**src/rtl/rob_commit_unit_pkg.sv**
```systemverilog
// Shared types for the reorder buffer: entry layout, store opcode, popcount helper.
package rob_commit_unit_pkg;
    localparam int DATA_W = 32;
    localparam int PREG_W = 6;
    localparam int AREG_W = 5;

    localparam logic [6:0] OP_STORE = 7'b0100011;

    typedef struct packed {
        logic              v;
        logic              comp;
        logic              store;
        logic [AREG_W-1:0] areg;
        logic [PREG_W-1:0] preg;
        logic [PREG_W-1:0] old_preg;
        logic [DATA_W-1:0] result;
    } rob_entry_t;

    function automatic int unsigned popcnt(input logic [31:0] m);
        int unsigned n;
        n = 0;
        for (int i = 0; i < 32; i++) n += 32'(m[i]);
        return n;
    endfunction
endpackage

```
**src/rtl/rob_commit_unit_if.sv**
```systemverilog
// Dispatch / completion / forward / retire bus between the pipeline and the ROB.
interface rob_commit_unit_if #(
    parameter int DEPTH      = 16,
    parameter int DISPATCH_W = 2,
    parameter int COMPLETE_W = 3,
    parameter int RETIRE_W   = 2
);
    import rob_commit_unit_pkg::*;
    localparam int TAG_W = $clog2(DEPTH);

    logic [DISPATCH_W-1:0]             alloc_valid_i;
    logic [DISPATCH_W-1:0][6:0]        alloc_op_i;
    logic [DISPATCH_W-1:0][AREG_W-1:0] alloc_areg_i;
    logic [DISPATCH_W-1:0][PREG_W-1:0] alloc_preg_i;
    logic [DISPATCH_W-1:0][PREG_W-1:0] alloc_old_preg_i;
    logic                              alloc_ready_o;
    logic [DISPATCH_W-1:0][TAG_W-1:0]  alloc_tag_o;

    logic [COMPLETE_W-1:0]             cmp_valid_i;
    logic [COMPLETE_W-1:0][TAG_W-1:0]  cmp_tag_i;
    logic [COMPLETE_W-1:0][DATA_W-1:0] cmp_data_i;
    logic [COMPLETE_W-1:0]             fwd_valid_o;
    logic [COMPLETE_W-1:0][PREG_W-1:0] fwd_preg_o;
    logic [COMPLETE_W-1:0][DATA_W-1:0] fwd_data_o;

    logic [RETIRE_W-1:0]               rt_valid_o;
    logic [RETIRE_W-1:0]               rt_wr_o;
    logic [RETIRE_W-1:0]               rt_store_o;
    logic [RETIRE_W-1:0][AREG_W-1:0]   rt_areg_o;
    logic [RETIRE_W-1:0][PREG_W-1:0]   rt_preg_o;
    logic [RETIRE_W-1:0][DATA_W-1:0]   rt_data_o;
    logic [RETIRE_W-1:0][PREG_W-1:0]   rt_free_preg_o;

    modport master (
        output alloc_valid_i, alloc_op_i, alloc_areg_i, alloc_preg_i, alloc_old_preg_i,
        output cmp_valid_i, cmp_tag_i, cmp_data_i,
        input  alloc_ready_o, alloc_tag_o, fwd_valid_o, fwd_preg_o, fwd_data_o,
        input  rt_valid_o, rt_wr_o, rt_store_o, rt_areg_o, rt_preg_o, rt_data_o, rt_free_preg_o
    );

    modport slave (
        input  alloc_valid_i, alloc_op_i, alloc_areg_i, alloc_preg_i, alloc_old_preg_i,
        input  cmp_valid_i, cmp_tag_i, cmp_data_i,
        output alloc_ready_o, alloc_tag_o, fwd_valid_o, fwd_preg_o, fwd_data_o,
        output rt_valid_o, rt_wr_o, rt_store_o, rt_areg_o, rt_preg_o, rt_data_o, rt_free_preg_o
    );
endinterface

```
**src/rtl/rob_commit_unit_retire_select.sv**
```systemverilog
// Prefix scan over the head window: lane k retires only if lanes 0..k are all ready.
module rob_retire_select #(
    parameter int RETIRE_W = 2
) (
    input  logic [RETIRE_W-1:0] rdy_i,
    output logic [RETIRE_W-1:0] mask_o
);
    // Running AND stops retirement at the first incomplete entry
    always_comb begin
        logic run;
        mask_o = '0;
        run    = 1'b1;
        for (int k = 0; k < RETIRE_W; k++) begin
            run       = run & rdy_i[k];
            mask_o[k] = run;
        end
    end
endmodule

```
**src/rtl/rob_commit_unit.sv**
```systemverilog
// Reorder buffer: in-order allocate, tag-addressed completion with forwarding,
// in-order retire with old-preg release, retired-instruction counter and done flag.
module rob_commit_unit
    import rob_commit_unit_pkg::*;
#(
    parameter int  DEPTH      = 16,
    parameter int  DISPATCH_W = 2,
    parameter int  COMPLETE_W = 3,
    parameter int  RETIRE_W   = 2,
    localparam int TAG_W      = $clog2(DEPTH),
    localparam int CNT_W      = $clog2(DEPTH + 1)
) (
    input  logic              clk,
    input  logic              rst_n,
    input  logic              flush_i,
    rob_commit_unit_if.slave  bus,
    input  logic [31:0]       tot_instr_i,
    output logic [31:0]       retired_cnt_o,
    output logic              done_o,
    output logic [CNT_W-1:0]  count_o,
    output logic              empty_o,
    output logic              full_o
);
    rob_entry_t          rob_q [DEPTH];
    rob_entry_t          win_e [RETIRE_W];
    logic [TAG_W-1:0]    head_q, tail_q;
    logic [CNT_W-1:0]    count_q, n_alloc, n_ret;
    logic [RETIRE_W-1:0] win_rdy, rt_mask;
    logic [31:0]         retired_q, cnt_next;
    logic [32:0]         cnt_sum;
    logic                done_q;

    // Space check uses start-of-cycle occupancy only
    assign bus.alloc_ready_o = (CNT_W'(DEPTH) - count_q) >= CNT_W'(DISPATCH_W);
    assign n_alloc = bus.alloc_ready_o ? CNT_W'(popcnt(32'(bus.alloc_valid_i))) : '0;
    assign n_ret   = CNT_W'(popcnt(32'(rt_mask)));

    assign cnt_sum  = {1'b0, retired_q} + 33'(n_ret);
    assign cnt_next = cnt_sum[32] ? '1 : cnt_sum[31:0];

    assign count_o       = count_q;
    assign empty_o       = (count_q == '0);
    assign full_o        = (count_q == CNT_W'(DEPTH));
    assign retired_cnt_o = retired_q;
    assign done_o        = done_q;

    // Lane tags are consecutive slots from the tail
    always_comb begin
        for (int k = 0; k < DISPATCH_W; k++) bus.alloc_tag_o[k] = tail_q + TAG_W'(k);
    end

    // Gather the head window for the retire scan
    always_comb begin
        for (int k = 0; k < RETIRE_W; k++) begin
            win_e[k]   = rob_q[head_q + TAG_W'(k)];
            win_rdy[k] = win_e[k].v & win_e[k].comp;
        end
    end

    rob_retire_select #(.RETIRE_W(RETIRE_W)) u_sel (
        .rdy_i  (win_rdy),
        .mask_o (rt_mask)
    );

    // Entry array and pointers; completions first so a later port overrides an earlier one
    always_ff @(posedge clk or negedge rst_n) begin
        if (!rst_n) begin
            for (int i = 0; i < DEPTH; i++) rob_q[i] <= '0;
            head_q  <= '0;
            tail_q  <= '0;
            count_q <= '0;
        end else if (flush_i) begin
            for (int i = 0; i < DEPTH; i++) begin
                rob_q[i].v    <= 1'b0;
                rob_q[i].comp <= 1'b0;
            end
            head_q  <= '0;
            tail_q  <= '0;
            count_q <= '0;
        end else begin
            for (int p = 0; p < COMPLETE_W; p++) begin
                if (bus.cmp_valid_i[p] && rob_q[bus.cmp_tag_i[p]].v) begin
                    rob_q[bus.cmp_tag_i[p]].comp   <= 1'b1;
                    rob_q[bus.cmp_tag_i[p]].result <= bus.cmp_data_i[p];
                end
            end
            for (int k = 0; k < RETIRE_W; k++) begin
                if (rt_mask[k]) rob_q[head_q + TAG_W'(k)] <= '0;
            end
            if (bus.alloc_ready_o) begin
                for (int k = 0; k < DISPATCH_W; k++) begin
                    if (bus.alloc_valid_i[k]) begin
                        rob_q[tail_q + TAG_W'(k)] <= '{v: 1'b1, comp: 1'b0,
                            store: (bus.alloc_op_i[k] == OP_STORE),
                            areg: bus.alloc_areg_i[k], preg: bus.alloc_preg_i[k],
                            old_preg: bus.alloc_old_preg_i[k], result: '0};
                    end
                end
            end
            head_q  <= head_q + TAG_W'(n_ret);
            tail_q  <= tail_q + TAG_W'(n_alloc);
            count_q <= count_q + n_alloc - n_ret;
        end
    end

    // Registered forward, retire and progress outputs
    always_ff @(posedge clk or negedge rst_n) begin
        if (!rst_n) begin
            bus.fwd_valid_o    <= '0;
            bus.fwd_preg_o     <= '0;
            bus.fwd_data_o     <= '0;
            bus.rt_valid_o     <= '0;
            bus.rt_wr_o        <= '0;
            bus.rt_store_o     <= '0;
            bus.rt_areg_o      <= '0;
            bus.rt_preg_o      <= '0;
            bus.rt_data_o      <= '0;
            bus.rt_free_preg_o <= '0;
            retired_q          <= '0;
            done_q             <= 1'b0;
        end else if (flush_i) begin
            bus.fwd_valid_o    <= '0;
            bus.fwd_preg_o     <= '0;
            bus.fwd_data_o     <= '0;
            bus.rt_valid_o     <= '0;
            bus.rt_wr_o        <= '0;
            bus.rt_store_o     <= '0;
            bus.rt_areg_o      <= '0;
            bus.rt_preg_o      <= '0;
            bus.rt_data_o      <= '0;
            bus.rt_free_preg_o <= '0;
        end else begin
            for (int p = 0; p < COMPLETE_W; p++) begin
                bus.fwd_valid_o[p] <= bus.cmp_valid_i[p] && rob_q[bus.cmp_tag_i[p]].v;
                bus.fwd_preg_o[p]  <= rob_q[bus.cmp_tag_i[p]].preg;
                bus.fwd_data_o[p]  <= bus.cmp_data_i[p];
            end
            for (int k = 0; k < RETIRE_W; k++) begin
                bus.rt_valid_o[k]     <= rt_mask[k];
                bus.rt_wr_o[k]        <= rt_mask[k] & ~win_e[k].store;
                bus.rt_store_o[k]     <= rt_mask[k] & win_e[k].store;
                bus.rt_areg_o[k]      <= rt_mask[k] ? win_e[k].areg     : '0;
                bus.rt_preg_o[k]      <= rt_mask[k] ? win_e[k].preg     : '0;
                bus.rt_data_o[k]      <= rt_mask[k] ? win_e[k].result   : '0;
                bus.rt_free_preg_o[k] <= rt_mask[k] ? win_e[k].old_preg : '0;
            end
            retired_q <= cnt_next;
            done_q    <= done_q | ((tot_instr_i != '0) && (cnt_next >= tot_instr_i));
        end
    end
endmodule

```
**src/flat_wrapper.sv**
```systemverilog
// flat-port wrapper written by rule: the top's interface ports become plain ports
module rob_commit_unit_flat import rob_commit_unit_pkg::*;
#(
    parameter int  DEPTH      = 16,
    parameter int  DISPATCH_W = 2,
    parameter int  COMPLETE_W = 3,
    parameter int  RETIRE_W   = 2,
    localparam int TAG_W      = $clog2(DEPTH),
    localparam int CNT_W      = $clog2(DEPTH + 1)
)
  (clk, rst_n, flush_i, tot_instr_i, retired_cnt_o, done_o, count_o, empty_o, full_o, bus_alloc_valid_i, bus_alloc_op_i, bus_alloc_areg_i, bus_alloc_preg_i, bus_alloc_old_preg_i, bus_cmp_valid_i, bus_cmp_tag_i, bus_cmp_data_i, bus_alloc_ready_o, bus_alloc_tag_o, bus_fwd_valid_o, bus_fwd_preg_o, bus_fwd_data_o, bus_rt_valid_o, bus_rt_wr_o, bus_rt_store_o, bus_rt_areg_o, bus_rt_preg_o, bus_rt_data_o, bus_rt_free_preg_o);
  rob_commit_unit_if #(.DEPTH(DEPTH), .DISPATCH_W(DISPATCH_W), .COMPLETE_W(COMPLETE_W), .RETIRE_W(RETIRE_W)) bus_i ();
  input  logic clk;
  input  logic rst_n;
  input  logic flush_i;
  input  logic [31:0] tot_instr_i;
  output logic [31:0] retired_cnt_o;
  output logic done_o;
  output logic [CNT_W-1:0] count_o;
  output logic empty_o;
  output logic full_o;
  input wire logic [$bits(bus_i.alloc_valid_i)-1:0] bus_alloc_valid_i;
  input wire logic [$bits(bus_i.alloc_op_i)-1:0] bus_alloc_op_i;
  input wire logic [$bits(bus_i.alloc_areg_i)-1:0] bus_alloc_areg_i;
  input wire logic [$bits(bus_i.alloc_preg_i)-1:0] bus_alloc_preg_i;
  input wire logic [$bits(bus_i.alloc_old_preg_i)-1:0] bus_alloc_old_preg_i;
  input wire logic [$bits(bus_i.cmp_valid_i)-1:0] bus_cmp_valid_i;
  input wire logic [$bits(bus_i.cmp_tag_i)-1:0] bus_cmp_tag_i;
  input wire logic [$bits(bus_i.cmp_data_i)-1:0] bus_cmp_data_i;
  output wire logic [$bits(bus_i.alloc_ready_o)-1:0] bus_alloc_ready_o;
  output wire logic [$bits(bus_i.alloc_tag_o)-1:0] bus_alloc_tag_o;
  output wire logic [$bits(bus_i.fwd_valid_o)-1:0] bus_fwd_valid_o;
  output wire logic [$bits(bus_i.fwd_preg_o)-1:0] bus_fwd_preg_o;
  output wire logic [$bits(bus_i.fwd_data_o)-1:0] bus_fwd_data_o;
  output wire logic [$bits(bus_i.rt_valid_o)-1:0] bus_rt_valid_o;
  output wire logic [$bits(bus_i.rt_wr_o)-1:0] bus_rt_wr_o;
  output wire logic [$bits(bus_i.rt_store_o)-1:0] bus_rt_store_o;
  output wire logic [$bits(bus_i.rt_areg_o)-1:0] bus_rt_areg_o;
  output wire logic [$bits(bus_i.rt_preg_o)-1:0] bus_rt_preg_o;
  output wire logic [$bits(bus_i.rt_data_o)-1:0] bus_rt_data_o;
  output wire logic [$bits(bus_i.rt_free_preg_o)-1:0] bus_rt_free_preg_o;
  assign bus_i.alloc_valid_i = bus_alloc_valid_i;
  assign bus_i.alloc_op_i = bus_alloc_op_i;
  assign bus_i.alloc_areg_i = bus_alloc_areg_i;
  assign bus_i.alloc_preg_i = bus_alloc_preg_i;
  assign bus_i.alloc_old_preg_i = bus_alloc_old_preg_i;
  assign bus_i.cmp_valid_i = bus_cmp_valid_i;
  assign bus_i.cmp_tag_i = bus_cmp_tag_i;
  assign bus_i.cmp_data_i = bus_cmp_data_i;
  assign bus_alloc_ready_o = bus_i.alloc_ready_o;
  assign bus_alloc_tag_o = bus_i.alloc_tag_o;
  assign bus_fwd_valid_o = bus_i.fwd_valid_o;
  assign bus_fwd_preg_o = bus_i.fwd_preg_o;
  assign bus_fwd_data_o = bus_i.fwd_data_o;
  assign bus_rt_valid_o = bus_i.rt_valid_o;
  assign bus_rt_wr_o = bus_i.rt_wr_o;
  assign bus_rt_store_o = bus_i.rt_store_o;
  assign bus_rt_areg_o = bus_i.rt_areg_o;
  assign bus_rt_preg_o = bus_i.rt_preg_o;
  assign bus_rt_data_o = bus_i.rt_data_o;
  assign bus_rt_free_preg_o = bus_i.rt_free_preg_o;
  rob_commit_unit #(.DEPTH(DEPTH), .DISPATCH_W(DISPATCH_W), .COMPLETE_W(COMPLETE_W), .RETIRE_W(RETIRE_W)) u_core (.clk(clk), .rst_n(rst_n), .flush_i(flush_i), .bus(bus_i), .tot_instr_i(tot_instr_i), .retired_cnt_o(retired_cnt_o), .done_o(done_o), .count_o(count_o), .empty_o(empty_o), .full_o(full_o));
endmodule
```
**config.mk**
```make
export PLATFORM = sky130hd
export DESIGN_NAME = rob_commit_unit_flat
export DESIGN_NICKNAME = d
export VERILOG_FILES = /design/src/rtl/rob_commit_unit_pkg.sv /design/src/rtl/rob_commit_unit_if.sv /design/src/rtl/rob_commit_unit_retire_select.sv /design/src/rtl/rob_commit_unit.sv /design/src/flat_wrapper.sv
export SDC_FILE = /design/constraint.sdc
export NUM_CORES = 2
export LEC_CHECK = 0
export ABC_CLOCK_PERIOD_IN_PS = 13540
export CORE_AREA = 2 2 499 501
export DETAILED_ROUTE_END_ITERATION = 10
export DIE_AREA = 0 0 501 503
export SLEW_MARGIN = 10
export SYNTH_ARGS = -nofsm -noshare
export SYNTH_HDL_FRONTEND = slang
export SYNTH_HIERARCHICAL = 1
export SYNTH_SLANG_ARGS = --single-unit
```
**constraint.sdc**
```tcl
create_clock -name clk -period 13.54 [get_ports clk]
set_input_delay 2.031 -clock clk [delete_from_list [all_inputs] [get_ports clk]]
set_output_delay 2.031 -clock clk [all_outputs]
set_load 0.005 [all_outputs]
```
==> results by group <==
Outcome
  • Status: finished clean

Worst hold path
  • Worst hold start: u_core/rob_q[720]
  • Worst Hold Depth: 1
  • Hold endpoint: u_core/rob_q[720]
  • HP Class: register to register

Setup path
  • Arr. time, crit path: 8.66 ns
  • Family with the most delay on the worst path: simple AND/OR/NAND/NOR gates
  • Crit Path Max Fanout: 52
  • Worst R2R Path Depth: 23
  • Reg-to-Reg Start: u_core/head_q[0]
  • R2R Setup Slk: 5.63 ns
  • Worst setup path start: u_core/head_q[0]
  • Max stage delay on crit path: 0.90 ns
  • Startpoint types: register
  • CP max-delay cell: dfrtp_4
  • Cell Chain, Critical Path: ha_1 > xnor2_2 > buf_4 > a311oi_1 > a211oi_1 > a21oi_1 > o21ai_0 > and2_1 > ha_1 > ha_1 > nor2b_1 > o21a_1 > nor2_1 > nor3_1 > nor2_1 > o21ai_0 > ha_1 > nand4_1 > nor4_1 > o21ai_0 > a211oi_1 > o21ai_0 > o211ai_1
  • RR Endpoint: u_core/done_o
  • Critical path class: register to register
  • CP Capture Type: register
  • WP buf/inv: 1
  • Worst EP required: 14.29 ns

GRT
  • Total gr overflow: 0
  • Vias in the first global route: 67300
  • First-pass GRT wire length: 489000 um
  • Total Routing Usage GR: 26.3%
  • Initial antenna violation count: 43
  • Largest net degree at the start of global routing: 169

Logic synthesis
  • Primary FF master, synth: dfrtp_1
  • YS warnings: 6
  • Post-Syn Nets: 7425
  • Top cell type's share of synthesized area: 37.3%
  • Ranking of synthesized cells by area: dfrtp_1 37%, mux4_2 17%, mux2i_1 6.5%
  • Number of synthesized flops with an enable pin: 0
  • Gate count after technology mapping: 7164
  • Yosys cell types: 91
  • Commonest cells post-synth: 1099 x dfrtp_1, 945 x nand2_1, 552 x mux4_2
  • Largest area contributor in the netlist: dfrtp_1
  • Count leader, synth: dfrtp_1
  • Synth Register Bits: 1099
  • Synthesized cell area: 0.0738 sq mm
  • Asr flop ratio synth: 100%
  • Register area share after synthesis: 37.3%
  • Syn_area_per_cell: 10.3 sq um

STA
  • Final setup TNS: 0 ns
  • Max Clk Rate: 0.126 GHz
  • Final worst path period need: 7.91 ns
  • Worst slew pin tran: 1.37 ns
  • Final setup viols: 0
  • Hold Fails Final Rpt: 0
  • Fin Hold WS: 0.505 ns
  • Final setup margin: 5.63 ns
  • Clk_skew: 0.0663 ns
  • Fin crit share: 58.4%
  • Max_slew headroom: 8.21%
  • RSZ-0062 raised after global routing: false
  • Pins over their slew limit: 0

Finish
  • Synth-to-Final Area Change: 15.7%
  • Layout cells sized above 1: 15.4%
  • Nets: 7376

Clock network
  • CTS tree: yes
  • H-tree Lvls: 4
  • Post-CTS Setup Bufs: 0
  • Cts bufs inserted: 138
  • Max Root-Sink Buffers: 3
  • Num Clock Sinks: 1099
  • Clock Tree Root: clkbuf_16
  • Clk slew on worst S/H paths: 0.06 ns
  • Worst-skew pair later-pin latency: 0.86 ns
  • Resized cells post-CTS: 0
  • Hold-fix buffers, CTS: 0

Floorplanning
  • Boundary Pins: 466
  • Die Ht: 503 um
  • Initial Util: 29.9%
  • Die Span X: 501 um
  • Std cell rows: 183
  • Die Area: 0.252 sq mm
  • Core ar.: 0.247 sq mm

Power and ir drop
  • Peak supply drop: 135 uV
  • Static Leak: 33.9 nW
  • Power density cells: 135 mW/mm^2

Drt
  • Total wire length: 345000 um
  • Vias: 69800
  • Vias per cell: 6.67
  • DRT iter0 DRCs: 11800
  • WL/cell: 33.0 um
  • Pre-antenna DRT Iters: 7
  • # DRC: 0
  • Routed Antenna Nets: 0

Placed design
  • GP Congestion: 0.925
  • DP HPWL: 202000 um
  • PortBufs: 465
  • Setup WS pre-CTS: 5.82 ns

Run
  • Max-cap viol count: 0
==> registers in the layout, indices dropped and copies added (netlist names) <==
name	cells
u_core/bus.fwd_data_o	96
u_core/bus.fwd_preg_o	18
u_core/bus.fwd_valid_o	3
u_core/bus.rt_areg_o	10
u_core/bus.rt_data_o	64
u_core/bus.rt_free_preg_o	12
u_core/bus.rt_preg_o	12
u_core/bus.rt_store_o	2
u_core/bus.rt_valid_o	2
u_core/bus.rt_wr_o	2
u_core/count_o	5
u_core/done_o	1
u_core/head_q	4
u_core/retired_cnt_o	32
u_core/rob_q	832
u_core/tail_q	4
==> worst max-delay path by stage <==
| stage | endpoint | cells after the start | slack, ns |
|---|---|---|---|
| 2_1_floorplan | u_core/done_o | 28 | 7.11 |
| 3_3_place_gp | u_core/done_o | 23 | 5.78 |
| 3_5_place_dp | u_core/done_o | 23 | 5.82 |
| 4_1_cts | u_core/done_o | 23 | 5.77 |
| 5_1_grt | u_core/done_o | 23 | 5.17 |
| 6_report | u_core/done_o | 23 | 5.63 |
==> metrics by stage <==
step | instance area, sq um | util [%] | std cells | total power, mW
6_report | 85400 | 34.6 | 10500 | 11.5
5_1_grt | 85400 | 34.6 | 10500 | 11.9
4_1_cts | 85300 | 34.5 | 10500 | 11.4
3_5_place_dp | 80800 | 32.7 | 10200 | 7.63
3_3_place_gp | 80800 | 32.7 | 10200 | 7.49
2_1_floorplan | 73800 | - | 7164 | 6.44
==> power breakdown <==
part	leakage (nW)	total, mW	internal [mW]	switching, mW
logic	16.8	3.18	1.51	1.66
clock network	2.19	3.80	2.15	1.65
registers	14.9	4.54	3.86	0.680
==> layout by cell type (no fill, tap or decap), drive strengths merged, types with 96 or more instances in the layout <==
cell type	n
o211ai	104
clkbuf	196
dfrtp	1099
a221o	96
a211oi	202
a31oi	100
a21oi	314
inv	96
a22oi	113
o21ai	345
nor2	292
nand2	945
mux4	552
clkdlybuf4s50	458
o221ai	224
a22o	166
nor2b	188
mux2i	481
o22ai	132
o2bb2ai	219
buf	196
==> cell families (layout without fill, tap and decap cells) <==
kind of cell,after synthesis,count (layout),synth area share (%)
and+or+nand+nor,1837,1837,11.4
xor gates and xnor gates,35,35,0.426
other,0,23,0
DFF,1099,1099,37.3
adders and majority gates,65,65,1.12
buffers and inverters,933,982,5.33
muxes,1077,1077,24.0
AOI/OAI and AO/OA,2118,2118,20.4
==> cell type report <==
| class | instances | area (sq um) |
|---|---|---|
| fill | 24300 | 162000 |
| multi-input combinational | 5132 | 42800 |
| sequential | 1099 | 27500 |
| timing repair buffer | 654 | 6110 |
| tap | 3237 | 4050 |
| clock buffer | 196 | 3910 |
| clock inverter | 42 | 607 |
| inverter | 90 | 340 |
| antenna | 23 | 57.6 |
==> routing by layer <==
layer / share of wire, % / GRT usage [%]
met5: 0.057 / 0
met4: 7.3 / 17.3
met3: 14 / 9.24
met2: 42 / 38.1
met1: 36 / 33.1
Power figures use the tool's default switching activity.
